### config.mk
export PLATFORM = sky130hd
export DESIGN_NAME = laundry_water_arbiter
export DESIGN_NICKNAME = d
export VERILOG_FILES = /design/src/rtl/laundry_pkg.sv /design/src/rtl/rr_pick.sv /design/src/rtl/laundry_water_arbiter.sv
export SDC_FILE = /design/constraint.sdc
export NUM_CORES = 1
export LEC_CHECK = 0
export ABC_CLOCK_PERIOD_IN_PS = 2580
export CORE_UTILIZATION = 50
export DETAILED_ROUTE_END_ITERATION = 7
export GPL_ROUTABILITY_DRIVEN = 0
export PLACE_DENSITY = 0.77
export SLEW_MARGIN = 20
export SYNTH_ARGS = -nofsm -noshare
export SYNTH_HDL_FRONTEND = slang
export SYNTH_SLANG_ARGS = --single-unit
### constraint.sdc
create_clock -name clk -period 2.58 [get_ports clk]
set_input_delay 0.774 -clock clk [delete_from_list [all_inputs] [get_ports clk]]
set_output_delay 0.774 -clock clk [all_outputs]
set_load 0.05 [all_outputs]
### src/rtl/laundry_pkg.sv
// Shared types and constants for the laundry water-inlet arbiter.
//   state_e  : arbiter FSM encoding (IDLE / GRANT / SETTLE)
//   *_DEF    : default parameter values for the top level
//   onehot() : index to one-hot vector, MAX_MACHINES wide
package laundry_pkg;

  localparam int unsigned MAX_MACHINES     = 8;
  localparam int unsigned IDX_W            = 3;
  localparam int unsigned NUM_MACHINES_DEF = 4;
  localparam int unsigned MAX_FILL_DEF     = 64;
  localparam int unsigned SETTLE_DEF       = 2;
  localparam int unsigned CNT_W_DEF        = 8;

  typedef enum logic [1:0] {
    IDLE   = 2'd0,
    GRANT  = 2'd1,
    SETTLE = 2'd2
  } state_e;

  // One-hot of a machine index; callers cast down to their machine count.
  function automatic logic [MAX_MACHINES-1:0] onehot(input logic [IDX_W-1:0] idx);
    return MAX_MACHINES'(1) << idx;
  endfunction

endpackage

### src/rtl/rr_pick.sv
// Combinational round-robin picker.
//   eligible : per-requester eligibility
//   ptr      : first index to consider (searches upward, wraps to 0)
//   winner   : chosen index (0 when nothing is eligible)
//   valid    : at least one requester is eligible
module rr_pick
  import laundry_pkg::*;
#(
  parameter int unsigned N = NUM_MACHINES_DEF
) (
  input  logic [N-1:0]     eligible,
  input  logic [IDX_W-1:0] ptr,
  output logic [IDX_W-1:0] winner,
  output logic             valid
);

  logic [IDX_W-1:0] hi_idx;
  logic [IDX_W-1:0] lo_idx;
  logic             hi_any;

  // Descending scan: the last hit is the lowest index overall (lo) and the
  // lowest index at or above ptr (hi); hi wins, lo covers the wrap-around.
  always_comb begin
    hi_idx = '0;
    lo_idx = '0;
    hi_any = 1'b0;
    for (int i = int'(N) - 1; i >= 0; i--) begin
      if (eligible[i]) begin
        lo_idx = IDX_W'(i);
        if (i >= int'(ptr)) begin
          hi_idx = IDX_W'(i);
          hi_any = 1'b1;
        end
      end
    end
    winner = hi_any ? hi_idx : lo_idx;
    valid  = |eligible;
  end

endmodule

### src/rtl/laundry_water_arbiter.sv
// Shares one mains water inlet among NUM_MACHINES washer controllers.
// Round-robin grant, forced valve-settle gap after every release, and a
// fill-time budget that revokes the grant and latches a sticky fault.
//   clk, reset  : rising-edge clock, synchronous active-low reset
//   fill_req    : per-machine fill valve request
//   filled      : per-machine water-level-reached sensor
//   fault_clr   : per-machine pulse clearing the sticky fault
//   fill_grant  : one-hot-or-zero inlet valve enable
//   inlet_busy  : high while in GRANT or SETTLE
//   fault       : sticky timeout flags
//   grant_id    : index of the current or last granted machine
module laundry_water_arbiter
  import laundry_pkg::*;
#(
  parameter int unsigned NUM_MACHINES    = NUM_MACHINES_DEF,
  parameter int unsigned MAX_FILL_CYCLES = MAX_FILL_DEF,
  parameter int unsigned SETTLE_CYCLES   = SETTLE_DEF,
  parameter int unsigned CNT_W           = CNT_W_DEF
) (
  input  logic                    clk,
  input  logic                    reset,
  input  logic [NUM_MACHINES-1:0] fill_req,
  input  logic [NUM_MACHINES-1:0] filled,
  input  logic [NUM_MACHINES-1:0] fault_clr,
  output logic [NUM_MACHINES-1:0] fill_grant,
  output logic                    inlet_busy,
  output logic [NUM_MACHINES-1:0] fault,
  output logic [IDX_W-1:0]        grant_id
);

  state_e                  state_q, state_d;
  logic [NUM_MACHINES-1:0] grant_q, grant_d;
  logic [NUM_MACHINES-1:0] fault_q, fault_d;
  logic [NUM_MACHINES-1:0] fault_set;
  logic [IDX_W-1:0]        grant_id_q, grant_id_d;
  logic [IDX_W-1:0]        ptr_q, ptr_d;
  logic [CNT_W-1:0]        cnt_q, cnt_d;
  logic                    busy_q, busy_d;

  logic [NUM_MACHINES-1:0] eligible;
  logic [IDX_W-1:0]        pick_idx;
  logic                    pick_valid;
  logic                    win_filled;
  logic                    win_req;
  logic                    timeout;

  assign eligible = fill_req & ~fault_q & ~filled;

  // Winner status via the grant mask avoids indexing by grant_id.
  assign win_filled = |(filled & grant_q);
  assign win_req    = |(fill_req & grant_q);
  assign timeout    = (cnt_q == CNT_W'(MAX_FILL_CYCLES - 1));

  rr_pick #(
    .N (NUM_MACHINES)
  ) u_rr_pick (
    .eligible (eligible),
    .ptr      (ptr_q),
    .winner   (pick_idx),
    .valid    (pick_valid)
  );

  // Next-state and next-output logic.
  always_comb begin
    state_d    = state_q;
    grant_d    = grant_q;
    grant_id_d = grant_id_q;
    ptr_d      = ptr_q;
    cnt_d      = cnt_q;
    fault_set  = '0;

    case (state_q)
      IDLE: begin
        if (pick_valid) begin
          state_d    = GRANT;
          grant_d    = NUM_MACHINES'(onehot(pick_idx));
          grant_id_d = pick_idx;
          cnt_d      = '0;
          ptr_d      = (pick_idx == IDX_W'(NUM_MACHINES - 1)) ? '0 : pick_idx + IDX_W'(1);
        end
      end
      GRANT: begin
        cnt_d = cnt_q + CNT_W'(1);
        // Completion beats withdraw beats timeout; only a timeout faults.
        if (win_filled || !win_req || timeout) begin
          state_d = SETTLE;
          grant_d = '0;
          cnt_d   = '0;
          if (!win_filled && win_req) begin
            fault_set = grant_q;
          end
        end
      end
      SETTLE: begin
        if (cnt_q == CNT_W'(SETTLE_CYCLES - 1)) begin
          state_d = IDLE;
          cnt_d   = '0;
        end else begin
          cnt_d = cnt_q + CNT_W'(1);
        end
      end
      default: begin
        state_d = IDLE;
        grant_d = '0;
        cnt_d   = '0;
      end
    endcase

    // Set takes priority over a same-cycle clear.
    fault_d = (fault_q & ~fault_clr) | fault_set;
    busy_d  = (state_d != IDLE);
  end

  // State and registered outputs.
  always_ff @(posedge clk) begin
    if (!reset) begin
      state_q    <= IDLE;
      grant_q    <= '0;
      fault_q    <= '0;
      grant_id_q <= '0;
      ptr_q      <= '0;
      cnt_q      <= '0;
      busy_q     <= 1'b0;
    end else begin
      state_q    <= state_d;
      grant_q    <= grant_d;
      fault_q    <= fault_d;
      grant_id_q <= grant_id_d;
      ptr_q      <= ptr_d;
      cnt_q      <= cnt_d;
      busy_q     <= busy_d;
    end
  end

  assign fill_grant = grant_q;
  assign inlet_busy = busy_q;
  assign fault      = fault_q;
  assign grant_id   = grant_id_q;

endmodule

==> impl_metrics.csv, run 1 <==
group,metric,value,unit
worst_setup_path,worstSetupEndpointType,"flop",
clock_network,cts_tree,"done",
timing,clock_skew,0.002223,ns
min_path,min-delay-start,"grant_id[0]",
floorplan,die_x,54.06,um
clock_network,cts.sinks,23,
clock_network,cts_resized,0,
global_routing,grt_pass1_vias,1127,
yosys,synth.area.mux_share,2.216,%
timing,tightest_slew,0.4993,ns
timing,fmax,415.7,MHz
min_path,hold_class,"reg -> reg",
cells_and_area,drive_gt1_share,15.08,%
global_routing,grt_max_degree,14,
global_routing,grt_overflow,0,
drt,vias_per_cell,5.560,
drt,wire_per_inst,14.46,um
clock_network,numCtsBuffers,3,
worst_setup_path,path_class,"in -> reg",
yosys,ys_types,44,
timing,period_share,93.23,%
drt,drc,0,
drt,wl,3022,um
pwr,leakagePower,0.0007415,uW
worst_setup_path,cp_slowest_cell,"clkdlybuf4s50_1",
clock_network,ctsHtreeMaxLevel,1,
cells_and_area,area_growth,27.70,%
pwr,pwr-share-comb,44.2,%
pwr,switching_power,416.5,uW
floorplan,fp-row-count,18,
pwr,power_density,627.9,mW/mm2
drt,drt_pre_antenna_iters,4,
yosys,ys_seq_area_share,33.98,%
worst_setup_path,crit_chain,"clkdlybuf4s50_1 > or3b_1 > nand2_1 > nor2_1 > nor3_2 > inv_1 > ha_1 > a22o_1",
outcome,outcome,"finished, final reports clean",
worst_setup_path,critical_path.max_fanout,4,
yosys,synth_compound_area_share,20.04,%
yosys,ys.flop_type,"dfxtp_1",
cells_and_area,nNetsFinal,204,
worst_setup_path,r2r_cells,7,
clock_network,cts_root_buf,"clkbuf_4",
clock_network,clkLatencyLatePin,0.31,ns
pwr,clkPwrFrac,15.2,%
timing,finalSetupViolCount,0,
pwr,power_frac_seq,40.7,%
yosys,synth_top_family_by_area,"simple AND/OR/NAND/NOR gates",
yosys,synth_xor_area_share,4.524,%
cells_and_area,mostFrequentLayoutCell,"clkdlybuf4s50_1",
floorplan,die_y,54.06,um
timing,finalHoldViolCount,0,
yosys,netlist_area,0.001355,mm2
cells_and_area,most-common-layout-cells,"24 x clkdlybuf4s50_1, 23 x dfxtp_1, 13 x a21oi_1",
worst_setup_path,rrSetupSlack,0.75,ns
cells_and_area,fillers,203,
global_routing,antenna_found_initial,0,
min_path,min_path_cells,2,
floorplan,dieArea,0.002922,mm2
timing,slew_violations,0,
min_path,worstHoldEndpoint,"grant_id[0]",
clock_network,post-cts-setup-buffers,0,
placed_design,place_ws,-0.1197,ns
drt,vias,1162,
global_routing,gr-usage-all-layers,23.61,%
yosys,synth-simple-area-share,26.32,%
drt,antenna_left,0,
clock_network,cts_buffer_depth,2,
yosys,synthCells,143,
drt,dr.first_iter.drc_count,26,
yosys,avgSynthCellArea,9.476,um2
clock_network,cts_hold_buffers,0,
yosys,async_flop_share,0,%
timing,final.min_clock_period,2.405,ns
worst_setup_path,max_stage_delay,0.50,ns
cells_and_area,diodes,0,
worst_setup_path,required,2.80,ns
timing,fin_ws,0.1746,ns
worst_setup_path,crit_arrival,2.62,ns
floorplan,pin_count,26,
pwr,peakVddDrop,0.6307,mV
placed_design,detailed_place.area,0.001703,mm2
pwr,cell_internal_pwr,670.1,uW
yosys,ys_ff_latch,23,
yosys,syn-num-nets,167,
yosys,yosys_warnings,0,
placed_design,io_buffers,24,
cells_and_area,final_area,0.001730,mm2
timing,slew_headroom,66.61,%
floorplan,start_util,53.72,%
yosys,synth_adder_area_share,9.234,%
yosys,synth_edf_count,0,
pwr,switching_share,38.33,%
clock_network,clk_pin_slew_worst_paths,0.12,ns
worst_setup_path,r2r-end,"fill_grant[0]",
floorplan,core_area,0.002522,mm2
worst_setup_path,reg2reg_from,"fault[1]",
timing,hold_slack,0.4884,ns
job,cap_violations,0,
worst_setup_path,cp-start-kind,"input pin",
timing,rsz0062_at_grt,"no",
global_routing,grt_pass1_wl,4899,um
placed_design,hpwl,2320,um
worst_setup_path,crit_start,"fill_req[1]",
power groups by stage:
| stage | Combinational, uW | Sequential [uW] | Clock, uW |
|---|---|---|---|
| floorplan | 250 | 512 | 0 |
| global placement | 464 | 446 | 0 |
| detailed placement | 480 | 450 | 0 |
| CTS | 483 | 442 | 171 |
| global route | 526 | 449 | 187 |
| finish | 480 | 442 | 165 |
flip-flops by register name, indices dropped and copies added, names as in the netlist:
| name | count |
|---|---|
| cnt_q | 8 |
| fault | 4 |
| fill_grant | 4 |
| grant_id | 2 |
| ptr_q | 2 |
| state_q | 2 |
| inlet_busy | 1 |
routing by layer:
| layer | vias to the layer above | routed length, um | track usage (%) |
|---|---|---|---|
| li1 | 582 | - | - |
| met5 | - | 0 | 0 |
| met2 | 31 | 1438 | 42.80 |
| met4 | 0 | 36 | 8.120 |
| met3 | 5 | 170 | 4.237 |
| met1 | 544 | 1377 | 27.52 |
worst max-delay path: cells and delay by family:
kind | cells | cell delay, ns
compound gates | 1 | 0.21
simple gates | 4 | 0.77
buf+inv | 2 | 0.63
fa+ha+maj | 1 | 0.22
final cells by class:
class / count / area (um2) / area share, %
clock buffers: 3 / 22.52 / 1.302
clock inverters: 1 / 5.005 / 0.2892
repair buffers: 36 / 330.3 / 19.09
inverters: 7 / 26.28 / 1.518
well taps: 30 / 37.54 / 2.169
multi-input cells: 109 / 848.3 / 49.02
flip-flops and latches: 23 / 460.4 / 26.61
stage by stage:
| stage | utilization [%] | TNS, ns | std cells | power [uW] |
|---|---|---|---|---|
| detailed placement | 67.51 | -0.4596 | 205 | 929.8 |
| global route | 68.60 | 0 | 209 | 1161 |
| finish | 68.60 | 0 | 209 | 1087 |
| CTS | 68.60 | 0 | 209 | 1095 |
| floorplan | - | 0 | 143 | 762.7 |
| global placement | 67.51 | -0.3079 | 205 | 910.4 |
cells in the mapped netlist, drive strengths merged (2+ instances only):
cell	number	area share, %
nor3	2	1.5
and3	3	1.8
nor2b	11	5.1
nor4	2	2.0
a22o	6	3.9
a21oi	13	4.8
a22oi	2	1.1
nor3b	4	4.2
clkbuf	2	0.55
nor2	4	1.1
and2	8	3.9
nand2	8	2.2
a211oi	2	1.1
o31a	2	1.3
inv	7	1.9
dfxtp	23	34
mux2i	3	2.2
buf	2	0.92
nand3	5	1.8
xor2	6	3.9
ha	10	9.2
worst max-delay path by stage:
| stage | endpoint | slack (ns) |
|---|---|---|
| final | fill_grant[0] | 0.17 |
| after CTS | fill_grant[1] | 0.18 |
| after detailed placement | fill_grant[0] | -0.12 |
| after floorplan | fill_grant[0] | 0.50 |
| after global placement | ptr_q[1] | -0.07 |
| after global routing | fill_grant[0] | 0.07 |
kinds of logic after synthesis:
logic type,after synthesis
muxes,3
other,1
xor gates and xnor gates,7
and+or+nand+nor,51
buffers and inverters,11
DFF,23
adders and majority gates,10
AOI/OAI and AO/OA,37
No activity file was read; power rests on OpenSTA's default activity.
==> run 2: changes to the inputs <==
--- a/config.mk
+++ b/config.mk
@@ -6,10 +6,9 @@
 export NUM_CORES = 1
 export LEC_CHECK = 0
 export ABC_CLOCK_PERIOD_IN_PS = 2580
-export CORE_UTILIZATION = 50
+export CORE_UTILIZATION = 40
 export DETAILED_ROUTE_END_ITERATION = 7
 export GPL_ROUTABILITY_DRIVEN = 0
-export PLACE_DENSITY = 0.77
 export SLEW_MARGIN = 20
 export SYNTH_ARGS = -nofsm -noshare
 export SYNTH_HDL_FRONTEND = slang
==> run 2 against run 1 <==
Wire length decreased by 3.8%. Register-to-register slack hardly changed. Combinational power shrank 1%. Flip-flop and latch count unchanged. Cell area grew 1.9%. Sequential share of layout area is 0.49 points lower. Clock skew up 0.0066 ns. Non-clock buffer count increased by 2. Critical path type unchanged.
==> impl_metrics.csv, run 2 (same netlist as run 1, synthesis figures left out) <==
group,metric,value,unit
global_routing,grt_max_degree,14,
min_path,hold_class,"reg -> reg",
global_routing,grt_pass1_wl,4816,um
timing,finalHoldViolCount,0,
drt,wire_per_inst,12.92,um
floorplan,pin_count,26,
clock_network,ctsHtreeMaxLevel,1,
worst_setup_path,path_class,"in -> reg",
worst_setup_path,r2r_cells,7,
floorplan,die_x,60.21,um
worst_setup_path,worstSetupEndpointType,"flop",
clock_network,cts_resized,0,
timing,final.min_clock_period,2.382,ns
floorplan,dieArea,0.003625,mm2
worst_setup_path,max_stage_delay,0.48,ns
floorplan,core_area,0.003128,mm2
floorplan,start_util,43.32,%
clock_network,cts_buffer_depth,2,
job,cap_violations,0,
drt,vias,1116,
worst_setup_path,cp_slowest_cell,"clkdlybuf4s50_1",
worst_setup_path,setup.worst_path.end,"fill_grant[0]",
clock_network,cts_tree,"done",
timing,fmax,419.9,MHz
timing,finalSetupViolCount,0,
timing,hold_slack,0.4914,ns
cells_and_area,seq_area,460.4,um2
drt,drt_pre_antenna_iters,4,
pwr,leakagePower,0.0007514,uW
cells_and_area,nNetsFinal,206,
worst_setup_path,required,2.80,ns
cells_and_area,area_growth,30.10,%
outcome,outcome,"finished, final reports clean",
cells_and_area,top_register,"cnt_q",
worst_setup_path,crit_start,"fill_req[1]",
global_routing,grt_overflow,0,
cells_and_area,mostFrequentLayoutCell,"clkdlybuf4s50_1",
clock_network,numCtsBuffers,3,
worst_setup_path,rrSetupSlack,0.74,ns
clock_network,post-cts-setup-buffers,0,
cells_and_area,multi_input_area,848.3,um2
cells_and_area,fillers,290,
timing,rsz0062_at_grt,"no",
worst_setup_path,r2r-end,"fill_grant[0]",
worst_setup_path,reg2reg_from,"fault[1]",
timing,slew_violations,0,
worst_setup_path,critical_path.max_fanout,4,
drt,vias_per_cell,4.960,
global_routing,antenna_found_initial,0,
pwr,power_density,614.7,mW/mm2
cells_and_area,diodes,0,
cells_and_area,largest_register_ffs,8,
drt,wl,2908,um
global_routing,gr-usage-all-layers,18.02,%
clock_network,clk_pin_slew_worst_paths,0.12,ns
floorplan,fp-row-count,20,
placed_design,io_buffers,24,
timing,tightest_slew,0.5006,ns
clock_network,clkLatencyLatePin,0.31,ns
global_routing,grt_pass1_vias,1085,
pwr,peakVddDrop,0.4530,mV
drt,antenna_left,0,
placed_design,hpwl,2286,um
worst_setup_path,crit_arrival,2.60,ns
timing,clock_skew,0.008833,ns
worst_setup_path,crit_chain,"clkdlybuf4s50_1 > or3b_1 > nand2_1 > nor2_1 > nor3_2 > inv_1 > ha_1 > a22o_1",
cells_and_area,drive_gt1_share,16.02,%
floorplan,die_y,60.21,um
clock_network,cts.sinks,23,
clock_network,cts_root_buf,"clkbuf_4",
drt,dr.first_iter.drc_count,33,
clock_network,cts_hold_buffers,0,
worst_setup_path,cp-start-kind,"input pin",
cells_and_area,fin_util,56.36,%
timing,slew_headroom,66.52,%
timing,period_share,92.32,%
drt,drc,0,
cells_and_area,most-common-layout-cells,"24 x clkdlybuf4s50_1, 23 x dfxtp_1, 14 x buf_4",
run 2: cell types whose count changed in the layout (fill, tap and decap cells not counted), sizes merged:
cell  previous run  this run
buf             12        14
run 2: worst min-delay path by stage:
stage,start,end,depth (start not counted)
after global placement,grant_id[0],grant_id[0],2
after global routing,grant_id[0],grant_id[0],2
final,grant_id[0],grant_id[0],2
after floorplan,state_q[1],state_q[1],2
after CTS,grant_id[0],grant_id[0],2
after detailed placement,grant_id[0],grant_id[0],2
run 2: power by group:
part	internal, uW	total (uW)	switching, uW
clock	57.9	168	110
sequential	399	440	41.9
combinational	215	475	260
total	671	1080	412
run 2: worst max-delay path, delay by kind of cell:
family,cells,cell delay (ns)
AND/OR/NAND/NOR,4,0.78
buffers and inverters,2,0.61
adder cells (fa/ha/maj),1,0.22
AO/OA/AOI/OAI,1,0.20
run 2: layer usage:
layer  global-route usage, %  routed length (um)
met1                   23.23                1476
met2                   29.51                1264
met3                   2.814                 125
met4                   7.641                  42
met5                       0                   0
run 2: layout make-up:
type / instances / share of cell area (%)
clock buffer: 3 / 1.278
clock inverter: 1 / 0.2839
tap: 44 / 3.123
multi-input combinational: 109 / 48.12
inverter: 7 / 1.490
sequential: 23 / 26.12
timing repair buffer: 38 / 19.59
run 2: metrics by stage:
stage / TNS (ns) / total power [uW] / cells / worst slack (ns) / cell area [um2]
6_report: 0 / 1084 / 225 / 0.1982 / 1763
4_1_cts: 0 / 1091 / 225 / 0.2012 / 1763
2_1_floorplan: 0 / 762.7 / 143 / 0.4957 / 1355
3_3_place_gp: -0.3724 / 918.5 / 221 / -0.08203 / 1735
3_5_place_dp: -0.3957 / 924.2 / 221 / -0.1322 / 1735
5_1_grt: 0 / 1161 / 225 / 0.09170 / 1763
==> RTL edit: new RTL, flow settings as in run 1 <==
`IDX_W`: 3 -> 4.
--- a/src/rtl/laundry_pkg.sv
+++ b/src/rtl/laundry_pkg.sv
@@ -5,7 +5,7 @@
 package laundry_pkg;
 
   localparam int unsigned MAX_MACHINES     = 8;
-  localparam int unsigned IDX_W            = 3;
+  localparam int unsigned IDX_W            = 4;
   localparam int unsigned NUM_MACHINES_DEF = 4;
   localparam int unsigned MAX_FILL_DEF     = 64;
   localparam int unsigned SETTLE_DEF       = 2;
Interface: changed (resized grant_id); port bits go from 26 to 27. No check against the original RTL was run, so the function may have changed too.
==> RTL edit against run 1 <==
  * Setup slack worse by 0.065 ns
  * Synthesized cell count unchanged
  * Critical path type unchanged
  * Sequential share of layout area down 0.49 points
  * Count of clock-buffer cells in the layout up 1
  * Area after synthesis up 0.74%
  * Total power down 0.56%
  * Register-to-register slack worse by 0.05 ns
  * Wire length down 1.9%
  * Sequential cell count unchanged
  * Sequential power about the same
  * Hold slack worse by 0.0084 ns
  * Cell area up 1.9%
==> RTL edit: results (changes against run 1) <==
| Step | Quantity | This run | vs run 1 |
|:---|:---|:---|:---|
| outcome | Outcome | completed | unchanged |
| global route | Largest net degree at the start of global routing | 13 | was 14 |
| power | P_leak | 0.0007442 uW | was 0.0007415 uW |
| routing | DRT iter0 DRCs | 14 | was 26 |
| layout | Ratio of cells with drive above 1 in the final layout | 17.49% | was 15.08% |
| critical path | Slack of the worst reg-to-reg path | 0.70 ns | was 0.75 ns |
| place | Instance area at placement | 1737 sq um | was 1703 sq um |
| global route | GRT Total Usage | 22.15% | was 23.61% |
| global route | Wire length of the first global-routing pass | 4740 um | was 4899 um |
| place | Pre-CTS setup slack | -0.1922 ns | was -0.1197 ns |
| yosys | Top cell types by occurrence after synthesis | dfxtp_1, a21oi_1, ha_1, nand2_1, nor2b_1 | was dfxtp_1, a21oi_1, nor2b_1 |
| routing | Met3 Wirelength | 169 um | was 170 um |
| layout | Fill cell instance count of the final layout | 202 | was 203 |
| global route | Met2 demand-to-capacity share in global routing | 37.20% | was 42.80% |
| sta | Transition time at the pin with the least slew margin | 0.4988 ns | was 0.4993 ns |
| critical path | Depth of the worst register-to-register path | 5 | was 7 |
| critical path | Crit Reg-Reg Startpoint | fault[2]$_SDFF_PN0_ | was fault[1]$_SDFF_PN0_ |
| critical path | Arrival time of data at the critical path endpoint | 2.68 ns | was 2.62 ns |
| power | Max VDD drop | 0.7018 mV | was 0.6307 mV |
| critical path | R2r endpoint | ptr_q[1]$_SDFFE_PN0P_ | was fill_grant[0]$_SDFFE_PN0P_ |
| routing | Post-route met1 wirelength | 1384 um | was 1377 um |
| yosys | Post-synthesis average cell area | 9.546 sq um | was 9.476 sq um |
| routing | Detailed Route WL | 2964 um | was 3022 um |
| critical path | Worst setup path startpoint | fill_req[2] | was fill_req[1] |
| global route | Met1 Track Usage GR | 29.01% | was 27.52% |
| global route | GR Layer Usage met3 | 3.611% | was 4.237% |
| layout | Number of flip-flops in the largest register | 8 | unchanged |
| layout | # diodes | 0 | unchanged |
| sta | Skew final | 0.003113 ns | was 0.002223 ns |
| global route | Vias in the first global route | 1,117 | was 1,127 |
| yosys | Area contributors post-synth | dfxtp_1, ha_1, nor2b_1 | unchanged |
| routing | Total via count after detailed routing | 1,157 | was 1,162 |
| sta | Hold_ws | 0.4800 ns | was 0.4884 ns |
| yosys | Flip-flop cell with the highest count after synthesis | dfxtp_1 | unchanged |
| layout | Reg with most FFs | cnt_q | unchanged |
| cts | Clock slew seen by the registers of the worst setup and hold paths | 0.12 ns | about the same |
| routing | Total met2 wirelength after detailed routing | 1383 um | was 1438 um |
| layout | Multi-input gate area in the final layout | 867.1 sq um | was 848.3 sq um |
| layout | Layout Cells excl Fill | 213 | was 209 |
| place | Estimated wirelength of the detail-placed design | 2350 um | was 2320 um |
| yosys | Share of the yosys chip area belonging to registers | 33.73% | was 33.98% |
| power | Internal Pwr Total | 676.3 uW | was 670.1 uW |
-- RTL edit: cell types whose count changed in the layout (fill, tap and decap cells not counted), sizes merged, moves of 2 or more --
cell	run 1	this run
a21oi	13	11
buf	12	15
inv	7	5
or2	0	2
nand2	8	10
-- RTL edit: cell type report --
cell class	count	area share (%)
multi-input cells	112	49.18
flip-flops and latches	23	26.12
repair buffers	39	20.01
well taps	30	2.129
clock buffers	4	1.490
inverters	5	1.065
-- RTL edit: how the worst max path moves through the flow --
| stage | end | slack [ns] | depth (start not counted) |
|---|---|---|---|
| after global placement | ptr_q[1]$_SDFFE_PN0P_ | -0.17 | 8 |
| after global routing | ptr_q[1]$_SDFFE_PN0P_ | 0.01 | 9 |
| after floorplan | fill_grant[1]$_SDFFE_PN0P_ | 0.42 | 7 |
| after detailed placement | fill_grant[0]$_SDFFE_PN0P_ | -0.19 | 7 |
| after CTS | ptr_q[1]$_SDFFE_PN0P_ | 0.12 | 8 |
| final | ptr_q[1]$_SDFFE_PN0P_ | 0.11 | 8 |
-- RTL edit: power by group through the flow --
stage	clock network (uW)	registers, uW	logic, uW
floorplan	0	509	243
global placement	0	445	469
detailed placement	0	448	478
CTS	168	440	480
global route	181	446	523
finish	161	441	478
-- RTL edit: cell families (layout without fill, tap and decap cells) --
group,Yosys count,in the layout,share of synthesized area [%]
compound gates,39,39,21.36
other cells,1,2,0.2747
simple gates,52,52,26.49
flops,23,23,33.73
fa+ha+maj,10,10,9.166
xor+xnor,7,7,4.491
buf+inv,9,48,3.025
mux,2,2,1.467
-- RTL edit: worst min-delay path, cell delays in order (launching register included) --
cell and delay (ns):
dfxtp_1 0.33, nand2_1 0.05, o22ai_1 0.06
